**src/rtl/int_iq_pkg.sv**
```systemverilog
// Shared types and default widths for the integer issue queue.
package int_iq_pkg;

  // Default widths, matching the dispatch unit.
  localparam int unsigned IQ_DATA_WIDTH   = 32;
  localparam int unsigned IQ_TAG_WIDTH    = 6;
  localparam int unsigned IQ_OPCODE_WIDTH = 4;
  localparam int unsigned IQ_DEPTH        = 4;

  // One reservation-station entry at the default widths.
  typedef struct packed {
    logic                       occupied;
    logic [IQ_OPCODE_WIDTH-1:0] opcode;
    logic [IQ_TAG_WIDTH-1:0]    rd_tag;
    logic [IQ_DATA_WIDTH-1:0]   rs1_data;
    logic [IQ_TAG_WIDTH-1:0]    rs1_tag;
    logic                       rs1_valid;
    logic [IQ_DATA_WIDTH-1:0]   rs2_data;
    logic [IQ_TAG_WIDTH-1:0]    rs2_tag;
    logic                       rs2_valid;
  } iq_entry_t;

endpackage

```
**src/rtl/issue_queue_integer_if.sv**
```systemverilog
// Dispatch, CDB and issue signals of the integer issue queue.
interface issue_queue_integer_if #(
  parameter int unsigned DATA_WIDTH   = int_iq_pkg::IQ_DATA_WIDTH,
  parameter int unsigned TAG_WIDTH    = int_iq_pkg::IQ_TAG_WIDTH,
  parameter int unsigned OPCODE_WIDTH = int_iq_pkg::IQ_OPCODE_WIDTH
);
  logic                    dispatch_en_integer;
  logic [OPCODE_WIDTH-1:0] dispatch_opcode;
  logic [TAG_WIDTH-1:0]    dispatch_rd_tag;
  logic [DATA_WIDTH-1:0]   dispatch_rs1_data;
  logic [TAG_WIDTH-1:0]    dispatch_rs1_tag;
  logic                    dispatch_rs1_valid;
  logic [DATA_WIDTH-1:0]   dispatch_rs2_data;
  logic [TAG_WIDTH-1:0]    dispatch_rs2_tag;
  logic                    dispatch_rs2_valid;
  logic                    CDB_valid;
  logic [TAG_WIDTH-1:0]    CDB_tag;
  logic [DATA_WIDTH-1:0]   CDB_data;
  logic                    issue_ready;
  logic                    issueque_full_integer;
  logic                    issue_valid;
  logic [OPCODE_WIDTH-1:0] issue_opcode;
  logic [TAG_WIDTH-1:0]    issue_rd_tag;
  logic [DATA_WIDTH-1:0]   issue_rs1_data;
  logic [DATA_WIDTH-1:0]   issue_rs2_data;

  // Dispatch / CDB / ALU side.
  modport master (
    output dispatch_en_integer, dispatch_opcode, dispatch_rd_tag,
           dispatch_rs1_data, dispatch_rs1_tag, dispatch_rs1_valid,
           dispatch_rs2_data, dispatch_rs2_tag, dispatch_rs2_valid,
           CDB_valid, CDB_tag, CDB_data, issue_ready,
    input  issueque_full_integer, issue_valid, issue_opcode, issue_rd_tag,
           issue_rs1_data, issue_rs2_data
  );

  // Issue queue side.
  modport slave (
    input  dispatch_en_integer, dispatch_opcode, dispatch_rd_tag,
           dispatch_rs1_data, dispatch_rs1_tag, dispatch_rs1_valid,
           dispatch_rs2_data, dispatch_rs2_tag, dispatch_rs2_valid,
           CDB_valid, CDB_tag, CDB_data, issue_ready,
    output issueque_full_integer, issue_valid, issue_opcode, issue_rd_tag,
           issue_rs1_data, issue_rs2_data
  );
endinterface

```
**src/rtl/iq_oldest_ready_select.sv**
```systemverilog
// Priority encoder: one-hot of the lowest-index ready entry plus an any flag.
module iq_oldest_ready_select #(
  parameter int unsigned DEPTH = 4
) (
  input  logic [DEPTH-1:0] ready,
  output logic [DEPTH-1:0] grant,
  output logic             any
);

  // Walk from the oldest slot; the first ready one wins.
  always_comb begin
    logic found;
    found = 1'b0;
    grant = '0;
    for (int i = 0; i < DEPTH; i++) begin
      if (ready[i] && !found) begin
        grant[i] = 1'b1;
        found    = 1'b1;
      end
    end
    any = found;
  end

endmodule

```
**src/rtl/issue_queue_integer.sv**
```systemverilog
// Collapsing reservation-station issue queue for the integer ALU.
module issue_queue_integer
  import int_iq_pkg::*;
#(
  parameter int unsigned DATA_WIDTH   = IQ_DATA_WIDTH,
  parameter int unsigned TAG_WIDTH    = IQ_TAG_WIDTH,
  parameter int unsigned OPCODE_WIDTH = IQ_OPCODE_WIDTH,
  parameter int unsigned DEPTH        = IQ_DEPTH
) (
  input logic                  clk,
  input logic                  reset,
  issue_queue_integer_if.slave bus
);

  localparam int unsigned CntW = $clog2(DEPTH + 1);

  typedef struct packed {
    logic                    occupied;
    logic [OPCODE_WIDTH-1:0] opcode;
    logic [TAG_WIDTH-1:0]    rd_tag;
    logic [DATA_WIDTH-1:0]   rs1_data;
    logic [TAG_WIDTH-1:0]    rs1_tag;
    logic                    rs1_valid;
    logic [DATA_WIDTH-1:0]   rs2_data;
    logic [TAG_WIDTH-1:0]    rs2_tag;
    logic                    rs2_valid;
  } entry_t;

  // Capture a matching CDB broadcast into any still-pending operand.
  function automatic entry_t wake(entry_t e, logic cdb_valid, logic [TAG_WIDTH-1:0] cdb_tag,
                                  logic [DATA_WIDTH-1:0] cdb_data);
    entry_t r;
    r = e;
    if (e.occupied && cdb_valid) begin
      if (!e.rs1_valid && (e.rs1_tag == cdb_tag)) begin
        r.rs1_data  = cdb_data;
        r.rs1_valid = 1'b1;
      end
      if (!e.rs2_valid && (e.rs2_tag == cdb_tag)) begin
        r.rs2_data  = cdb_data;
        r.rs2_valid = 1'b1;
      end
    end
    return r;
  endfunction

  entry_t           entries_q [DEPTH];
  entry_t           entries_d [DEPTH];
  entry_t           shifted_up[DEPTH];
  entry_t           new_entry;
  entry_t           sel;
  logic [CntW-1:0]  count_q, count_d, widx;
  logic [DEPTH-1:0] ready, grant;
  logic             any_ready, full, fire, accept;

  // Full comes from registered count only, so same-cycle issue cannot unblock dispatch.
  assign full   = (count_q == CntW'(DEPTH));
  assign fire   = any_ready & bus.issue_ready;
  assign accept = bus.dispatch_en_integer & ~full;

  // Ready bits from registered operand state.
  always_comb begin
    for (int i = 0; i < DEPTH; i++) begin
      ready[i] = entries_q[i].occupied & entries_q[i].rs1_valid & entries_q[i].rs2_valid;
    end
  end

  iq_oldest_ready_select #(
    .DEPTH(DEPTH)
  ) u_select (
    .ready(ready),
    .grant(grant),
    .any  (any_ready)
  );

  // Mux out the granted entry; all zero when nothing is ready.
  always_comb begin
    sel = '0;
    for (int i = 0; i < DEPTH; i++) begin
      if (grant[i]) sel = entries_q[i];
    end
  end

  assign bus.issueque_full_integer = full;
  assign bus.issue_valid           = any_ready;
  assign bus.issue_opcode          = sel.opcode;
  assign bus.issue_rd_tag          = sel.rd_tag;
  assign bus.issue_rs1_data        = sel.rs1_data;
  assign bus.issue_rs2_data        = sel.rs2_data;

  // Every slot's younger neighbour, used when an older entry issues.
  always_comb begin
    shifted_up[DEPTH-1] = '0;
    for (int i = 0; i < DEPTH - 1; i++) begin
      shifted_up[i] = entries_q[i+1];
    end
  end

  // Incoming entry, woken by a same-cycle broadcast.
  always_comb begin
    entry_t e;
    e.occupied  = 1'b1;
    e.opcode    = bus.dispatch_opcode;
    e.rd_tag    = bus.dispatch_rd_tag;
    e.rs1_data  = bus.dispatch_rs1_data;
    e.rs1_tag   = bus.dispatch_rs1_tag;
    e.rs1_valid = bus.dispatch_rs1_valid;
    e.rs2_data  = bus.dispatch_rs2_data;
    e.rs2_tag   = bus.dispatch_rs2_tag;
    e.rs2_valid = bus.dispatch_rs2_valid;
    new_entry   = wake(e, bus.CDB_valid, bus.CDB_tag, bus.CDB_data);
  end

  // Collapse at the issued slot, wake at post-shift positions, append dispatch.
  always_comb begin
    logic   at_or_above;
    entry_t moved;
    at_or_above = 1'b0;
    moved       = '0;
    widx        = fire ? (count_q - 1'b1) : count_q;
    for (int i = 0; i < DEPTH; i++) begin
      at_or_above  = at_or_above | grant[i];
      moved        = (fire && at_or_above) ? shifted_up[i] : entries_q[i];
      entries_d[i] = wake(moved, bus.CDB_valid, bus.CDB_tag, bus.CDB_data);
      if (accept && (CntW'(i) == widx)) entries_d[i] = new_entry;
    end
    count_d = count_q + CntW'(accept) - CntW'(fire);
  end

  // Queue state registers.
  always_ff @(posedge clk or negedge reset) begin
    if (!reset) begin
      count_q <= '0;
      for (int i = 0; i < DEPTH; i++) entries_q[i] <= '0;
    end else begin
      count_q <= count_d;
      for (int i = 0; i < DEPTH; i++) entries_q[i] <= entries_d[i];
    end
  end

endmodule

```
**src/flat_wrapper.sv**
```systemverilog
// flat-port wrapper written by rule: the top's interface ports become plain ports
module issue_queue_integer_flat import int_iq_pkg::*;
#(
  parameter int unsigned DATA_WIDTH   = IQ_DATA_WIDTH,
  parameter int unsigned TAG_WIDTH    = IQ_TAG_WIDTH,
  parameter int unsigned OPCODE_WIDTH = IQ_OPCODE_WIDTH,
  parameter int unsigned DEPTH        = IQ_DEPTH
)
  (clk, reset, bus_dispatch_en_integer, bus_dispatch_opcode, bus_dispatch_rd_tag, bus_dispatch_rs1_data, bus_dispatch_rs1_tag, bus_dispatch_rs1_valid, bus_dispatch_rs2_data, bus_dispatch_rs2_tag, bus_dispatch_rs2_valid, bus_CDB_valid, bus_CDB_tag, bus_CDB_data, bus_issue_ready, bus_issueque_full_integer, bus_issue_valid, bus_issue_opcode, bus_issue_rd_tag, bus_issue_rs1_data, bus_issue_rs2_data);
  issue_queue_integer_if #(.DATA_WIDTH(DATA_WIDTH), .TAG_WIDTH(TAG_WIDTH), .OPCODE_WIDTH(OPCODE_WIDTH)) bus_i ();
  input logic clk;
  input logic reset;
  input wire logic [$bits(bus_i.dispatch_en_integer)-1:0] bus_dispatch_en_integer;
  input wire logic [$bits(bus_i.dispatch_opcode)-1:0] bus_dispatch_opcode;
  input wire logic [$bits(bus_i.dispatch_rd_tag)-1:0] bus_dispatch_rd_tag;
  input wire logic [$bits(bus_i.dispatch_rs1_data)-1:0] bus_dispatch_rs1_data;
  input wire logic [$bits(bus_i.dispatch_rs1_tag)-1:0] bus_dispatch_rs1_tag;
  input wire logic [$bits(bus_i.dispatch_rs1_valid)-1:0] bus_dispatch_rs1_valid;
  input wire logic [$bits(bus_i.dispatch_rs2_data)-1:0] bus_dispatch_rs2_data;
  input wire logic [$bits(bus_i.dispatch_rs2_tag)-1:0] bus_dispatch_rs2_tag;
  input wire logic [$bits(bus_i.dispatch_rs2_valid)-1:0] bus_dispatch_rs2_valid;
  input wire logic [$bits(bus_i.CDB_valid)-1:0] bus_CDB_valid;
  input wire logic [$bits(bus_i.CDB_tag)-1:0] bus_CDB_tag;
  input wire logic [$bits(bus_i.CDB_data)-1:0] bus_CDB_data;
  input wire logic [$bits(bus_i.issue_ready)-1:0] bus_issue_ready;
  output wire logic [$bits(bus_i.issueque_full_integer)-1:0] bus_issueque_full_integer;
  output wire logic [$bits(bus_i.issue_valid)-1:0] bus_issue_valid;
  output wire logic [$bits(bus_i.issue_opcode)-1:0] bus_issue_opcode;
  output wire logic [$bits(bus_i.issue_rd_tag)-1:0] bus_issue_rd_tag;
  output wire logic [$bits(bus_i.issue_rs1_data)-1:0] bus_issue_rs1_data;
  output wire logic [$bits(bus_i.issue_rs2_data)-1:0] bus_issue_rs2_data;
  assign bus_i.dispatch_en_integer = bus_dispatch_en_integer;
  assign bus_i.dispatch_opcode = bus_dispatch_opcode;
  assign bus_i.dispatch_rd_tag = bus_dispatch_rd_tag;
  assign bus_i.dispatch_rs1_data = bus_dispatch_rs1_data;
  assign bus_i.dispatch_rs1_tag = bus_dispatch_rs1_tag;
  assign bus_i.dispatch_rs1_valid = bus_dispatch_rs1_valid;
  assign bus_i.dispatch_rs2_data = bus_dispatch_rs2_data;
  assign bus_i.dispatch_rs2_tag = bus_dispatch_rs2_tag;
  assign bus_i.dispatch_rs2_valid = bus_dispatch_rs2_valid;
  assign bus_i.CDB_valid = bus_CDB_valid;
  assign bus_i.CDB_tag = bus_CDB_tag;
  assign bus_i.CDB_data = bus_CDB_data;
  assign bus_i.issue_ready = bus_issue_ready;
  assign bus_issueque_full_integer = bus_i.issueque_full_integer;
  assign bus_issue_valid = bus_i.issue_valid;
  assign bus_issue_opcode = bus_i.issue_opcode;
  assign bus_issue_rd_tag = bus_i.issue_rd_tag;
  assign bus_issue_rs1_data = bus_i.issue_rs1_data;
  assign bus_issue_rs2_data = bus_i.issue_rs2_data;
  issue_queue_integer #(.DATA_WIDTH(DATA_WIDTH), .TAG_WIDTH(TAG_WIDTH), .OPCODE_WIDTH(OPCODE_WIDTH), .DEPTH(DEPTH)) u_core (.clk(clk), .reset(reset), .bus(bus_i));
endmodule
```
**config.mk**
```make
export PLATFORM = sky130hd
export DESIGN_NAME = issue_queue_integer_flat
export DESIGN_NICKNAME = d
export VERILOG_FILES = /design/src/rtl/int_iq_pkg.sv /design/src/rtl/issue_queue_integer_if.sv /design/src/rtl/iq_oldest_ready_select.sv /design/src/rtl/issue_queue_integer.sv /design/src/flat_wrapper.sv
export SDC_FILE = /design/constraint.sdc
export NUM_CORES = 1
export LEC_CHECK = 0
export ABC_AREA = 0
export CAP_MARGIN = 30
export CORE_MARGIN = 3
export CORE_UTILIZATION = 35
export DETAILED_ROUTE_END_ITERATION = 6
export GPL_TIMING_DRIVEN = 0
export SLEW_MARGIN = 10
export SYNTH_ARGS = -nofsm -noshare
export SYNTH_HDL_FRONTEND = slang
export SYNTH_SLANG_ARGS = --single-unit
```
**constraint.sdc**
```tcl
create_clock -name clk -period 4 [get_ports clk]
set_clock_uncertainty 0.05 [all_clocks]
set_input_delay 0.8 -clock clk [delete_from_list [all_inputs] [get_ports clk]]
set_output_delay 0.8 -clock clk [all_outputs]
set_load 0.05 [all_outputs]
```
==> flow_summary_export.csv, run 1 <==
group,metric,value,unit
placement,hpwl,62200,um
detailed_routing,antenna_left,0,
die,core,0.0584,sq mm
grt,antenna_found_initial,7,
detailed_routing,vias,21200,
die,start_util,35.8,%
placement,dp_cells,3328,
synth,ys_ff_latch,359,
final_layout,nets,2750,
die,die_h,250,um
grt,grt_use_total,27.5,%
pwr,p_per_area,883,mW/mm^2
grt,grt-ovfl-total,0,
sta,hold_slack,0.167,ns
pwr,total_power,22.1,mW
critical_path,worstSetupStartpointType,"register",
detailed_routing,drtPass1Iterations,6,
sta,final-setup-viol-count,0,
critical_path,critPathKind,"register to primary output",
job,cap_violations,0,
critical_path,cp_common_cell,"buf_2",
detailed_routing,first_iter_violations,2665,
cts,clk_pin_slew,0.06,ns
synth,syn_inst,2390,
synth,synth_flop_cell,"dfrtp_1",
synth,avgSynthCellArea,8.73,sq um
cts,cts_tree,"built",
pwr,power.static_leakage,11.0,nW
cts,clock_path_buffers,3,
sta,tightest_slew,1.05,ns
sta,finalHoldViolCount,0,
cts,cts_made_buffers,44,
final_layout,stdcell_count,3412,
synth,postSynthNetCount,2526,
grt,grt_max_degree,104,
sta,fin_crit_sh,99.2,%
placement,port_buffers,170,
sta,timing.final.crit_period,3.97,ns
synth,ys_async_sr_fraction,100,%
final_layout,area_growth_syn_to_layout,19.9,%
cts,cts_root_buf,"clkbuf_16",
final_layout,final_area,0.0250,sq mm
sta,fin_ws,0.0302,ns
hold_path,hold_class,"input port to async pin",
grt,grt_pass1_vias,20900,
synth,ys_types,67,
grt,grt_pass1_wl,133000,um
final_layout,mostFrequentLayoutCell,"nand2_1",
placement,post_dp_cell_area,0.0236,sq mm
die,num_rows,88,
synth,synth-edff-count,0,
cts,clock_latency,0.59,ns
synth,yosys-top-cells-area,"dfrtp_1, nand2_1, a22oi_1, o21ai_0, o221a_2",
detailed_routing,wirelength,89600,um
critical_path,slowest_stage,"dfrtp_1",
sta,fmax,252,MHz
synth,synth_area,0.0209,sq mm
die,fp.dieW,250,um
sta,maxSlewHeadroom,29.7,%
die,io_pins,207,
synth,synth_top_cell_area_share,43.0,%
sta,rsz0062_at_grt,"no",
critical_path,path_cells,"and3_1 > buf_2 > nor4b_2 > buf_4 > buf_2 > a22oi_1 > o21ai_1 > buf_2",
outcome,status,"finished, final reports clean",
final_layout,layout-drive-gt1-share,12.2,%
synth,synth_top_cell_by_area,"dfrtp_1",
critical_path,worstPathRequired,3.15,ns
cts,cts.sinks,359,
detailed_routing,drc_errors,0,
final_layout,final_cell_mix,"nand2_1, dfrtp_1, a22oi_1",
detailed_routing,wl_per_cell,26.2,um
final_layout,nFillCells,5737,
placement,place.gp.congestion,0.922,
detailed_routing,vias_per_cell,6.20,
critical_path,path_max_fanout,10,
critical_path,cp_data_arrival_time,3.12,ns
synth,yosysWarnings,0,
placement,pre_cts_ws,-0.859,ns
synth,ys_seq_area_share,43.0,%
sta,drv_slew,0,
critical_path,slowest_delay,0.44,ns
cts,htreeDepth,2,
critical_path,critical_path.endpoint_type,"primary output",
die,dieArea,0.0626,sq mm
pwr,peakVddDrop,0.000444,V
-- power by group --
| part | leakage [nW] | switching [mW] | internal, mW |
|---|---|---|---|
| sequential | 4.50 | 1.42 | 5.38 |
| clock | 0.709 | 1.63 | 2.44 |
| combinational | 5.76 | 7.23 | 3.99 |
| total | 11.0 | 10.3 | 11.8 |
-- Yosys cell counts, types with 32 or more instances --
cell type,number
mux2i_1,59
a2bb2oi_1,33
nand3_1,75
o221a_2,56
a222oi_1,32
a221o_1,32
a31oi_1,43
o31ai_1,36
mux2_2,36
clkbuf_1,144
o21ai_0,151
buf_1,55
o221a_1,41
nand2_1,522
inv_1,77
and3_1,40
buf_2,43
a22oi_1,180
xor2_1,33
o21a_1,33
nand4_1,41
a21oi_1,52
nor2_1,95
dfrtp_1,359
-- registers in the layout (all words and copies together) (netlist names) --
| name | count |
|---|---|
| u_core.count_q | 3 |
| u_core.entries_q | 356 |
-- area by class of cell --
class,instances,area [sq um],area share [%]
clock inverter,8,115,0.460
tap,765,957,3.82
antenna,4,10.0,0.0400
multi-input combinational,1708,10600,42.4
timing repair buffer,178,1690,6.77
sequential,359,8980,35.9
buffer,245,1060,4.22
clock buffer,67,1320,5.27
inverter,78,293,1.17
-- metrics by stage --
stage | util [%] | setup TNS [ns]
detailed placement | 40.5 | -103.72
floorplan | - | 0
global placement | 40.3 | -5288.57
finish | 42.9 | 0
CTS | 43.0 | -0.00827
global route | 42.9 | 0
-- critical path, delay by kind of cell (launching register included) --
kind            cells  cell delay [ns]
simple gates        2             0.52
flops               1             0.44
compound gates      2             0.38
buf+inv             4             1.18
-- what timing repair did --
item                       in CTS  in global routing
resized for setup             325                 77
hold endpoints to repair        0                  0
setup endpoints to repair      84                148
buffers inserted                0                  3
pin swaps                       0                  0
hold buffers                    0                  0
-- metal layers --
metal,vias to the layer above,track usage [%],share of wire (%)
met4,2,13.8,5.3
met3,257,5.74,9.8
met2,1294,42.1,44
li1,9153,-,-
met1,10500,37.0,41
met5,-,0,0.015
-- final timing paths --
| check | from | to | slack, ns | cells past startpoint |
|---|---|---|---|---|
| min | reset | u_core.entries_q[322] | 0.17 | 1 |
| min reg2reg | u_core.entries_q[21] | u_core.entries_q[21] | 0.48 | 2 |
| max in group asynchronous | reset | u_core.entries_q[342] | 2.71 | 2 |
| max reg2reg | u_core.entries_q[266] | u_core.entries_q[77] | 0.12 | 12 |
| max | u_core.entries_q[267] | bus_issue_rs1_data[27] | 0.03 | 8 |
| min in group clk | u_core.entries_q[21] | u_core.entries_q[21] | 0.48 | 2 |
-- cell families (layout without fill, tap and decap cells) --
kind of cell,Yosys count,count (layout),synth area share (%)
buffers and inverters,323,576,6.17
flip-flops,359,359,43.0
other,0,4,0
XOR/XNOR,49,49,2.06
AO/OA/AOI/OAI,728,728,26.4
adder cells (fa/ha/maj),5,5,0.336
AND/OR/NAND/NOR,830,830,17.2
multiplexers,96,96,4.84
(Power assumes the default switching activity.)
==> inputs of run 2 (changes only) <==
--- a/config.mk
+++ b/config.mk
@@ -8,3 +8,2 @@
 export ABC_AREA = 0
-export CAP_MARGIN = 30
 export CORE_MARGIN = 3
@@ -13,2 +12,3 @@
 export GPL_TIMING_DRIVEN = 0
+export PLACE_DENSITY_LB_ADDON = 0.25
 export SLEW_MARGIN = 10
--- a/constraint.sdc
+++ b/constraint.sdc
@@ -4,2 +4,2 @@
 set_output_delay 0.8 -clock clk [all_outputs]
-set_load 0.05 [all_outputs]
+set_load 0.1 [all_outputs]
==> flow_summary_export.csv, run 2 (synthesis results as in run 1) <==
group,metric,value,unit
outcome,status,"finished, final reports clean",
cts,cts_tree,"built",
cts,cts_made_buffers,44,
detailed_routing,first_iter_violations,2900,
critical_path,cp_num_cells,7,
critical_path,worstSetupStartpointType,"register",
detailed_routing,drc_errors,0,
final_layout,stdcell_count,3406,
pwr,pwr-share-seq,28.5,%
detailed_routing,wl_met2,39500,um
cts,cts.sinks,359,
die,die_h,250,um
job,cap_violations,0,
final_layout,mostFrequentLayoutCell,"nand2_1",
pwr,pwr-share-clk,16.8,%
detailed_routing,wl_per_cell,26.5,um
cts,clk_pin_slew,0.06,ns
die,num_rows,88,
pwr,p_per_area,954,mW/mm^2
critical_path,worstReg2RegEnd,"u_core.entries_q[15]",
hold_path,hold_class,"input port to async pin",
cts,clock_latency,0.60,ns
sta,fin_crit_sh,98.4,%
final_layout,nets,2747,
detailed_routing,wl_met1,36300,um
critical_path,cp_top_family,"buffers and inverters",
sta,finalHoldViolCount,0,
sta,maxSlewHeadroom,26.0,%
sta,tightest_slew,1.10,ns
grt,grt_pass1_wl,134000,um
critical_path,cp.buffers_inverters,3,
final_layout,final_cell_mix,"nand2_1, dfrtp_1, a22oi_1",
final_layout,largest_register_ff_count,356,
placement,place.gp.congestion,0.921,
sta,timing.final.crit_period,3.93,ns
pwr,pwr-share-comb,54.7,%
placement,hpwl,62100,um
final_layout,nFillCells,5822,
die,core,0.0584,sq mm
detailed_routing,vias_per_cell,6.23,
cts,clock_path_buffers,3,
final_layout,layout-drive-gt1-share,12.6,%
pwr,switching_power,12.0,mW
grt,antenna_found_initial,4,
pwr,peakVddDrop,0.000745,V
placement,port_buffers,170,
final_layout,largestRegisters,"u_core.entries_q: 356 flops, u_core.count_q: 3 flops",
placement,dp_cells,3328,
critical_path,ff2ff_setup_slack,0.17,ns
detailed_routing,routed.top_layer,"met5",
grt,grt_pass1_vias,20900,
die,fp.dieW,250,um
sta,drv_slew,0,
die,dieArea,0.0626,sq mm
grt,grt_max_degree,102,
detailed_routing,drtPass1Iterations,7,
final_layout,largest_register,"u_core.entries_q",
detailed_routing,vias,21200,
sta,fmax,254,MHz
critical_path,cp_data_arrival_time,3.08,ns
sta,rsz0062_at_grt,"no",
pwr,power.static_leakage,11.0,nW
critical_path,worstPathRequired,3.15,ns
critical_path,slowest_delay,0.42,ns
critical_path,rr_worst_depth,12,
final_layout,area_growth_syn_to_layout,19.5,%
die,io_pins,207,
critical_path,r2r-start,"u_core.entries_q[267]",
critical_path,critPathKind,"register to primary output",
detailed_routing,wirelength,90400,um
critical_path,critical_path.endpoint_type,"primary output",
die,start_util,35.8,%
grt,grt-ovfl-total,0,
detailed_routing,antenna_left,0,
pwr,p_int,11.8,mW
critical_path,path_max_fanout,10,
cts,htreeDepth,2,
critical_path,cp_common_cell,"buf_2",
grt,grt_use_total,27.7,%
detailed_routing,wl_met3,10100,um
pwr,total_power,23.8,mW
pwr,sw_frac_of_total,50.4,%
sta,final-setup-viol-count,0,
cts,cts_root_buf,"clkbuf_16",
critical_path,slowest_stage,"dfrtp_1",
critical_path,path_cells,"and3_1 > nor2b_1 > buf_2 > buf_2 > a22oi_1 > o21ai_1 > buf_6",
run 2: cell count changes in the layout (fill, tap and decap cells not counted), moves of 4 or more:
cell	change
buf_4	+30
clkbuf_4	+9
dlygate4sd2_1	-9
clkdlybuf4s15_2	-19
o21ai_1	+57
o21ai_0	-59
buf_2	-13
clkbuf_2	-4
buf_6	+8
run 2: layout make-up:
type                    instances  area (sq um)  area share [%]
flip-flops and latches        359          8980            36.0
multi-input cells            1708         10600            42.6
repair buffers                175          1640            6.57
clock inverters                 9           103           0.411
well taps                     765           957            3.84
clock buffers                  66          1280            5.15
diodes                          1          2.50          0.0100
inverters                      78           293            1.17
plain buffers                 245          1050            4.23
run 2: repair_timing:
action | in CTS | in global routing
setup buffers | 0 | 2
hold endpoints to repair | 0 | 0
cloned | 0 | 0
gates resized for setup | 441 | 43
endpoints found under the setup margin | 81 | 98
hold buffers | 0 | 0
run 2: worst reg2reg max path: stages (launching register included):
cell and delay [ns]:
dfrtp_1 0.44, and3_1 0.21, clkbuf_4 0.23, o41ai_4 0.26, inv_2 0.16, ha_1 0.33
inv_1 0.06, nand2_1 0.17, a21oi_4 0.10, nor3_1 0.90, clkbuf_1 0.61, a222oi_1 0.16
inv_1 0.09
run 2: how the worst max path moves through the flow:
stage / startpoint / to
final: u_core.entries_q[89] / bus_issue_rs1_data[0]
after global routing: u_core.entries_q[266] / bus_issue_rs1_data[27]
after CTS: u_core.entries_q[267] / bus_issue_rs2_data[19]
after detailed placement: u_core.entries_q[267] / bus_issue_rd_tag[5]
after global placement: reset / u_core.entries_q[303]
after floorplan: u_core.entries_q[267] / bus_issue_opcode[3]
run 2: power by group through the flow:
stage | clock [mW] | sequential [mW] | combinational (mW)
after floorplan | 0 | 6.33 | 9.30
after global placement | 0 | 6.70 | 12.6
after detailed placement | 0 | 6.75 | 12.9
after CTS | 4.03 | 6.71 | 12.8
after global routing | 4.17 | 6.95 | 13.8
final | 3.99 | 6.78 | 13.0
run 2: through the flow:
step / cell area (sq um) / worst slack [ns] / setup TNS, ns / hold WS (ns) / util, %
2_1_floorplan: 20900 / -0.306 / -1.23 / 0.432 / -
3_3_place_gp: 23500 / -14.57 / -5339.94 / 0.459 / 40.3
3_5_place_dp: 23600 / -1.06 / -126.08 / 0.457 / 40.5
4_1_cts: 24900 / 0.00572 / 0 / 0.174 / 42.6
5_1_grt: 25000 / 0.00437 / 0 / 0.208 / 42.8
6_report: 25000 / 0.0657 / 0 / 0.154 / 42.8
run 2: per-layer routing:
layer	up-vias	track usage [%]
li1	9144	-
met1	10300	37.3
met2	1507	41.2
met3	269	7.04
met4	8	13.6
met5	-	1.08
